==> config.mk <==
export PLATFORM = sky130hd
export DESIGN_NAME = result_display
export DESIGN_NICKNAME = d
export VERILOG_FILES = /design/src/rtl/result_display.sv
export SDC_FILE = /design/constraint.sdc
export NUM_CORES = 1
export LEC_CHECK = 0
export BUFFER_PORTS_ARGS = -buffer_cell sky130_fd_sc_hd__buf_2
export CORE_MARGIN = 2
export CORE_UTILIZATION = 40
export DETAILED_ROUTE_END_ITERATION = 8
export SYNTH_ARGS = -nofsm -noshare
export SYNTH_HDL_FRONTEND = slang
export SYNTH_SLANG_ARGS = --single-unit
==> constraint.sdc <==
create_clock -name clk -period 2.8 [get_ports clk]
set_input_delay 0.56 -clock clk [delete_from_list [all_inputs] [get_ports clk]]
set_output_delay 0.56 -clock clk [all_outputs]
set_load 0.02 [all_outputs]
==> src/rtl/result_display.sv <==
// -----------------------------------------------------------------------------
// result_display
//   Back end of the calculator datapath. Takes an 11-bit two's-complement
//   result, converts its magnitude to four BCD digits with a sequential
//   double-dabble engine, and scans the sign plus four digits onto a
//   5-position multiplexed, active-low 7-segment display.
//
//   Optional feature macro: LEAD_ZERO_BLANK_EN
//     defined   -> leading-zero digits at positions 3..1 are blanked
//     undefined -> all four digits are always shown (e.g. +7 -> " 0007")
//
// Parameters
//   REFRESH_DIV  clk cycles each digit position stays lit (>= 2)
//
// Ports
//   clk      in   1   system clock
//   rst_n    in   1   asynchronous reset, active-low
//   load     in   1   single-cycle strobe: sample data_in, start conversion
//   data_in  in  11   result, two's complement, -1024..+1023
//   busy     out  1   conversion in progress
//   done     out  1   one-cycle pulse: new value committed to display
//   an       out  5   anode enables, active-low one-hot; an[0]=units, an[4]=sign
//   seg      out  7   segments {g,f,e,d,c,b,a}, active-low
// -----------------------------------------------------------------------------
module result_display #(
  parameter int REFRESH_DIV = 50000
) (
  input  logic        clk,
  input  logic        rst_n,
  input  logic        load,
  input  logic [10:0] data_in,
  output logic        busy,
  output logic        done,
  output logic [4:0]  an,
  output logic [6:0]  seg
);

  localparam int CNT_W = (REFRESH_DIV > 2) ? $clog2(REFRESH_DIV) : 1;
  localparam logic [CNT_W-1:0] CNT_LAST = CNT_W'(REFRESH_DIV - 1);

  typedef enum logic [1:0] {
    IDLE   = 2'd0,
    SHIFT  = 2'd1,
    COMMIT = 2'd2
  } state_t;

  state_t state, state_next;

  // Conversion working registers
  logic        sign_work;
  logic [10:0] mag;
  logic [15:0] bcd;
  logic [15:0] bcd_adj;
  logic [3:0]  bit_cnt;

  // Display registers, only ever written at COMMIT so the shown value is atomic
  logic            disp_sign;
  logic [3:0][3:0] disp_digit;
`ifdef LEAD_ZERO_BLANK_EN
  // Bit 0 (units) is tied low so the units digit is never blanked
  logic [3:0]      disp_blank;
`endif

  // Scan state
  logic [CNT_W-1:0] scan_cnt;
  logic [2:0]       scan_idx;
  logic [6:0]       seg_next;
  logic [3:0]       cur_digit;

  // ---------------------------------------------------------------------------
  // Next-state logic
  // ---------------------------------------------------------------------------
  // NOTE: every always_comb output gets a default first so no path leaves it
  // unassigned; otherwise synthesis infers a latch.
  always_comb begin
    state_next = state;
    case (state)
      IDLE:    if (load) state_next = SHIFT;
      SHIFT:   if (bit_cnt == 4'd10) state_next = COMMIT;
      COMMIT:  state_next = IDLE;
      default: state_next = IDLE;
    endcase
  end

  // Double-dabble correction: any BCD nibble >= 5 gets +3 before the shift
  always_comb begin
    bcd_adj = bcd;
    for (int i = 0; i < 4; i++) begin
      if (bcd[4*i +: 4] >= 4'd5) bcd_adj[4*i +: 4] = bcd[4*i +: 4] + 4'd3;
    end
  end

  // ---------------------------------------------------------------------------
  // FSM state and conversion datapath
  // ---------------------------------------------------------------------------
  // NOTE: sequential state uses non-blocking assignments so every register
  // samples pre-edge values regardless of statement order.
  always_ff @(posedge clk or negedge rst_n) begin
    if (!rst_n) begin
      // NOTE: the display registers are few flops, not a memory, so they sit
      // on the async reset; a reset mid-conversion must show 0, not stale data.
      state      <= IDLE;
      busy       <= 1'b0;
      done       <= 1'b0;
      sign_work  <= 1'b0;
      mag        <= '0;
      bcd        <= '0;
      bit_cnt    <= '0;
      disp_sign  <= 1'b0;
      disp_digit <= '0;
`ifdef LEAD_ZERO_BLANK_EN
      disp_blank <= 4'b1110;
`endif
    end else begin
      state <= state_next;
      busy  <= (state_next != IDLE);
      done  <= (state == COMMIT);
      case (state)
        IDLE: begin
          if (load) begin
            sign_work <= data_in[10];
            // -1024 negates to 11'h400, which read unsigned is 1024
            mag       <= data_in[10] ? (~data_in + 11'd1) : data_in;
            bcd       <= '0;
            bit_cnt   <= '0;
          end
        end
        SHIFT: begin
          {bcd, mag} <= {bcd_adj, mag} << 1;
          bit_cnt    <= bit_cnt + 4'd1;
        end
        COMMIT: begin
          disp_sign  <= sign_work;
          disp_digit <= bcd;
`ifdef LEAD_ZERO_BLANK_EN
          disp_blank <= {bcd[15:12] == 4'd0,
                         bcd[15:8]  == 8'd0,
                         bcd[15:4]  == 12'd0,
                         1'b0};
`endif
        end
        default: ;
      endcase
    end
  end

  // ---------------------------------------------------------------------------
  // Segment decode for the position currently being scanned
  // ---------------------------------------------------------------------------
  function automatic logic [6:0] digit_to_seg(input logic [3:0] d);
    case (d)
      4'd0:    return 7'h40;
      4'd1:    return 7'h79;
      4'd2:    return 7'h24;
      4'd3:    return 7'h30;
      4'd4:    return 7'h19;
      4'd5:    return 7'h12;
      4'd6:    return 7'h02;
      4'd7:    return 7'h78;
      4'd8:    return 7'h00;
      4'd9:    return 7'h10;
      default: return 7'h7F;
    endcase
  endfunction

  always_comb begin
    cur_digit = disp_digit[scan_idx[1:0]];
    if (scan_idx == 3'd4) begin
      seg_next = disp_sign ? 7'h3F : 7'h7F;
    end else begin
      seg_next = digit_to_seg(cur_digit);
`ifdef LEAD_ZERO_BLANK_EN
      if (disp_blank[scan_idx[1:0]]) seg_next = 7'h7F;
`endif
    end
  end

  // ---------------------------------------------------------------------------
  // Refresh scan: an and seg are registered together from the same index
  // ---------------------------------------------------------------------------
  always_ff @(posedge clk or negedge rst_n) begin
    if (!rst_n) begin
      scan_cnt <= '0;
      scan_idx <= '0;
      an       <= 5'b11111;
      seg      <= 7'h7F;
    end else begin
      an  <= ~(5'b00001 << scan_idx);
      seg <= seg_next;
      if (scan_cnt == CNT_LAST) begin
        scan_cnt <= '0;
        scan_idx <= (scan_idx == 3'd4) ? 3'd0 : scan_idx + 3'd1;
      end else begin
        scan_cnt <= scan_cnt + 1'b1;
      end
    end
  end

endmodule

Word-level counts from Yosys, hierarchy flattened
Memory sizes are Yosys's and may differ from the RTL's.
Index checks and enable logic that the tools add are counted.
W data, S select, Z words.
{"block": "op_classes", "n_addsub": 8, "n_lt_le_gt_ge": 5, "eq_ne": 6, "shift": 1, "n_mux": 20, "bitwise": 2, "reduce_logical": 5}
{"cell": "$mux W16", "count": 2}
{"cell": "$pmux W16 S2", "count": 1}
{"cell": "$mux W11", "count": 2}
{"cell": "$pmux W11 S2", "count": 1}
{"cell": "$mux W4", "count": 5}
{"cell": "$add A16 B1 Y16 const B", "count": 1}
{"cell": "$eq A16 B16 Y1 const B", "count": 1}
{"cell": "$ge A4 B3 Y1 const B", "count": 4}
{"cell": "$mux W7", "count": 2}
{"cell": "$add A4 B2 Y4 const B", "count": 3}
{"cell": "$add A11 B1 Y11 const B", "count": 1}
{"cell": "$not A11 Y11", "count": 1}
{"cell": "$bmux W4 S2", "count": 1}
{"cell": "$pmux W4 S2", "count": 1}
{"cell": "$mux W3", "count": 2}
{"cell": "$not A5 Y5", "count": 1}
{"cell": "$shl A1 B3 Y5 const A", "count": 1}
{"cell": "$add A4 B1 Y4 const B", "count": 1}
{"cell": "$eq A4 B4 Y1 const B", "count": 1}
{"cell": "$mux W2", "count": 2}
{"cell": "$pmux W2 S2", "count": 1}
{"cell": "$reduce_and A2 Y1", "count": 2}
{"cell": "$reduce_bool A2 Y1", "count": 2}
{"cell": "$add A3 B1 Y3 const B", "count": 1}
{"cell": "7 further kinds", "count": 7}
{"block": "totals", "reg_bits": 84, "romBits": 112, "inputBits": 14, "elab_cells": 64, "memories": 1}
{"memory": "(no name shown)", "depth": 16, "word_bits": 7, "rd": 1, "rd_clocked_by_memory_dff": 0, "wr": 0, "line": "151", "rtl": "case (d)"}

Depth between registers and ports, before layout
{"block": "depth", "word_depth": 5, "depth_mapped": 8, "mapped_depth_nobuf": 7}

Worst setup path after synthesis
Ideal clock, no wire load.
{"block": "synth_timing", "kind": "reg-to-reg", "startpoint": "reg scan_idx[0]", "endpoint": "reg seg[4]", "t_arrival_ns": 1.833, "path_slack_ns": 0.889, "path_stages_with_launch": 9, "synth_period_minus_slack_ns": 1.911, "cell_sequence": "dfrtp_1 buf_6 mux4_1 inv_1 ha_1 inv_1 mux2_2 mux2i_1 nand2_1"}
{"block": "synth_via", "elab_chain_cells": 4, "elab_cells_between_ends": 5, "classes_between": "eq/ne: 1; mux: 3; memory: 1"}
{"element": "start, declared", "line": "66", "rtl": "logic [2:0] scan_idx;"}
{"element": "start signal, assigned", "line": "192", "rtl": "scan_idx <= (scan_idx == 3'd4) ? 3'd0 : scan_idx + 3'd1;"}
{"element": "$bmux W4 S2", "line": "167", "rtl": "cur_digit = disp_digit[scan_idx[1:0]];"}
{"element": "$mux W4 (not written as such)", "line": "167"}
{"element": "$mem_v2 Z16 W7"}
{"element": "$mux W7 *", "line": "168", "rtl": "if (scan_idx == 3'd4) begin"}
{"element": "named net seg_next[4]", "line": "67", "rtl": "logic [6:0] seg_next;"}
{"element": "end signal, assigned", "line": "189", "rtl": "seg <= seg_next;"}
{"element": "end, declared", "line": "35", "rtl": "output logic [6:0] seg"}
Mark *: on every way through the listed nets, which the timed path passes. The rest lies on a longest branch. The select of a mux whose other input is x is not followed.
A chain may end at the register's enable or synchronous reset.

Final worst setup path
Same ends and word-level chain as after synthesis.

==> reports/qor.txt <==
CP Launch Point = scan_idx[0]
Switch share = 35.4%
First-pass GRT wire length = 13.0 mm
TritonCTS clock tree = yes
Remaining DRCs = 0
Post-CTS clock slew at the launch and capture registers of the worst setup and hold paths = 80 ps
Synthesized area = 0.00415 mm2
Latest clock arrival within the worst-skew pair = 350 ps
Crit path required time = 3080 ps
Root buffer cell = sky130_fd_sc_hd__clkbuf_8
Total chip power = 4190 uW
Number of pins with negative max-slew slack in the final report = 0
Endpoints failing setup = 0
Number of antenna cells inserted = 0
Worst path arrival time = 2400 ps
Layout Nets = 440
Share of total power in combinational logic = 34.6%
Clock network power share = 20.3%
DR vias = 2822
Hold buffer count at cts = 0
Startpoint of the worst register-to-register path = scan_idx[0]
Post-layout min period = 2110 ps
Total negative slack for setup checks = 0 ps
Top-level port count = 28
Number of nets with antenna violations after detailed routing = 0
Via count of the first global-routing pass = 2722
Worst-case clock skew = 7.68 ps
CORE AREA = 0.0102 mm2
Final cycle utilization of the critical path = 75.4%
Mean routed wirelength per cell = 13.9 um
Largest cells by area after synthesis = sky130_fd_sc_hd__dfrtp_1 (43%), sky130_fd_sc_hd__dfstp_2 (7.6%), sky130_fd_sc_hd__ha_1 (6.6%)
Initial antenna violation count = 0
Synth-to-layout area growth = 11.9%
Post-CTS Setup Repair Bufs = 0
Area of all placed cells without fillers = 0.00464 mm2
Synthesized instance count = 374
Starting density of the core = 40.7%
RD Place Congestion = 0.782
CP Launch Type = register
Final Hold Violating Endpoints = 0
DIE AREA = 0.0112 mm2
Run status = finished, final reports clean
DRC violation total after the first TritonRoute iteration = 114
RSZ-0062 raised after global routing = no
Flip-flop and latch count after synthesis = 84
Async set-or-reset flop fraction in the synthesized netlist = 100%
Total routed wirelength = 7.56 mm
Area fraction of the dominant cell type after synthesis = 43.5%
H-tree depth = 3
Total power density per cell area = 905 mW/mm2
Count of warnings emitted by yosys = 0
Max-Cap Viols = 0
Placement Cell Area = 0.00444 mm2
Largest net degree at the start of global routing = 48
HPWL after DPL = 5.48 mm
CP Class = register to register
Layout cells sized above 1 = 20.0%
Relative contribution of sequential cells to total power = 45.1%
IR Drop Worst-Case VDD = 0.000389 V
Switching component of the power = 1490 uW
Library cells used by synthesis = 44
Chip height = 106 um
First-pass detailed-route iteration total = 4
TritonCTS Buffers = 9
Post-Synthesis Mean Instance Area = 11.1 um2
Sinks on the clock net = 84
Fmax = 0.473 GHz
Port Buffer Count = 27
GR Overflow Total = 0
Width of the die = 106 um
Main flop type after synthesis = sky130_fd_sc_hd__dfrtp_1
Sequential share of the synthesized area = 51.1%
Synthesized net count = 410
Static leakage = 0.00208 uW
Row Count = 37
Number of enable flip-flop cells after synthesis = 0
Drt via density = 5.18
Rel. slew slack = 38.1%
Worst setup EP type = register
Worst min-delay path class = input port to asynchronous set/reset pin
Gates resized, CTS repair = 0
Max clock buf depth = 2
Dominant cell type by area after synthesis = sky130_fd_sc_hd__dfrtp_1
Actual slew at the worst max-slew pin = 928 ps
Internal power component = 2710 uW
GR Util All Layers = 14.5%
Maximum fanout along the worst path = 9
==> sequential cells by signal (all words and copies together) (netlist names) <==
name,cells
disp_digit,16
disp_sign,1
mag,11
bit_cnt,4
seg,7
an,5
busy,1
state,2
scan_cnt,16
done,1
scan_idx,3
bcd,16
sign_work,1
==> per-layer routing <==
metal	vias up	GRT usage (%)	part of all wire (%)	wire length, um
met5	-	0	0	0
met4	0	6.30	1.7	129
met3	11	2.29	2.7	201
met2	43	23.4	47	3540
met1	1375	19.5	49	3690
li1	1393	-	-	-
==> synthesized netlist by cell type (4+ instances only) <==
master,number
sky130_fd_sc_hd__a21oi_1,9
sky130_fd_sc_hd__a22oi_1,8
sky130_fd_sc_hd__a32o_1,4
sky130_fd_sc_hd__clkbuf_1,11
sky130_fd_sc_hd__dfrtp_1,72
sky130_fd_sc_hd__dfstp_2,12
sky130_fd_sc_hd__ha_1,22
sky130_fd_sc_hd__inv_1,22
sky130_fd_sc_hd__mux2_2,16
sky130_fd_sc_hd__mux2i_1,4
sky130_fd_sc_hd__nand2_1,29
sky130_fd_sc_hd__nand2b_1,7
sky130_fd_sc_hd__nand3_1,25
sky130_fd_sc_hd__nor2_1,13
sky130_fd_sc_hd__nor3_1,4
sky130_fd_sc_hd__o21ai_0,35
sky130_fd_sc_hd__o21ai_1,4
sky130_fd_sc_hd__o31ai_1,13
sky130_fd_sc_hd__or4_1,4
sky130_fd_sc_hd__xnor2_1,11
sky130_fd_sc_hd__xor2_1,16
==> cell families (layout without fill, tap and decap cells) <==
kind of cell	count (synthesis)	count (layout)	share of synthesized area [%]
AO/OA/AOI/OAI	81	81	12.4
XOR/XNOR	27	27	5.70
adder cells (fa/ha/maj)	22	22	6.64
buffers and inverters	37	72	3.80
flip-flops	84	84	51.1
multiplexers	25	25	7.94
AND/OR/NAND/NOR	98	98	12.4
==> stage by stage <==
step | util [%] | instances | hold slack, ps | setup WS (ps)
floorplan | - | 374 | 264 | 889
detailed placement | 43.6 | 529 | 455 | 662
global placement | 43.6 | 529 | 450 | 724
CTS | 45.5 | 545 | 240 | 673
finish | 45.5 | 545 | 224 | 688
global route | 45.5 | 545 | 261 | 542
==> power groups by stage <==
stage / Clock [uW] / Sequential [uW] / Combinational [uW]
3_5_place_dp: 0 / 1910 / 1470
6_report: 852 / 1890 / 1450
2_1_floorplan: 0 / 1890 / 1080
5_1_grt: 936 / 1930 / 1660
3_3_place_gp: 0 / 1900 / 1410
4_1_cts: 879 / 1890 / 1480
==> worst max-delay path, stage by stage (launching register included) <==
cell	delay, ps
sky130_fd_sc_hd__dfrtp_1	560
sky130_fd_sc_hd__mux4_1	680
sky130_fd_sc_hd__inv_1	140
sky130_fd_sc_hd__ha_1	190
sky130_fd_sc_hd__inv_1	40
sky130_fd_sc_hd__mux2_2	250
sky130_fd_sc_hd__mux2i_1	120
sky130_fd_sc_hd__nand2_1	70
==> layout make-up <==
type                    instances  area [um2]
inverters                      22        82.6
multi-input cells             253        1870
fillers                       974        5550
flip-flops and latches         84        2120
well taps                     136         170
repair buffers                 34         203
clock buffers                  12         145
clock inverters                 4        48.8
==> path summary, 6_finish.rpt <==
check | slack, ps | endpoint | cells after the start
worst max-delay path | 690 | seg[4] | 7
worst min-delay path | 220 | done | 1
worst max register to register | 690 | seg[4] | 7
worst min register to register | 470 | seg[6] | 1
max in group asynchronous | 1940 | mag[5] | 2
min in group clk | 470 | seg[6] | 1
==> layout by cell type (no fill, tap or decap), types with 13 or more instances in the layout <==
master                     n
sky130_fd_sc_hd__o31ai_1  13
sky130_fd_sc_hd__xor2_1   16
sky130_fd_sc_hd__buf_2    26
sky130_fd_sc_hd__ha_1     22
sky130_fd_sc_hd__o21ai_0  35
sky130_fd_sc_hd__nand3_1  25
sky130_fd_sc_hd__mux2_2   16
sky130_fd_sc_hd__nor2_1   13
sky130_fd_sc_hd__inv_1    22
sky130_fd_sc_hd__dfrtp_1  72
sky130_fd_sc_hd__nand2_1  29
(Power assumes the default switching activity.)
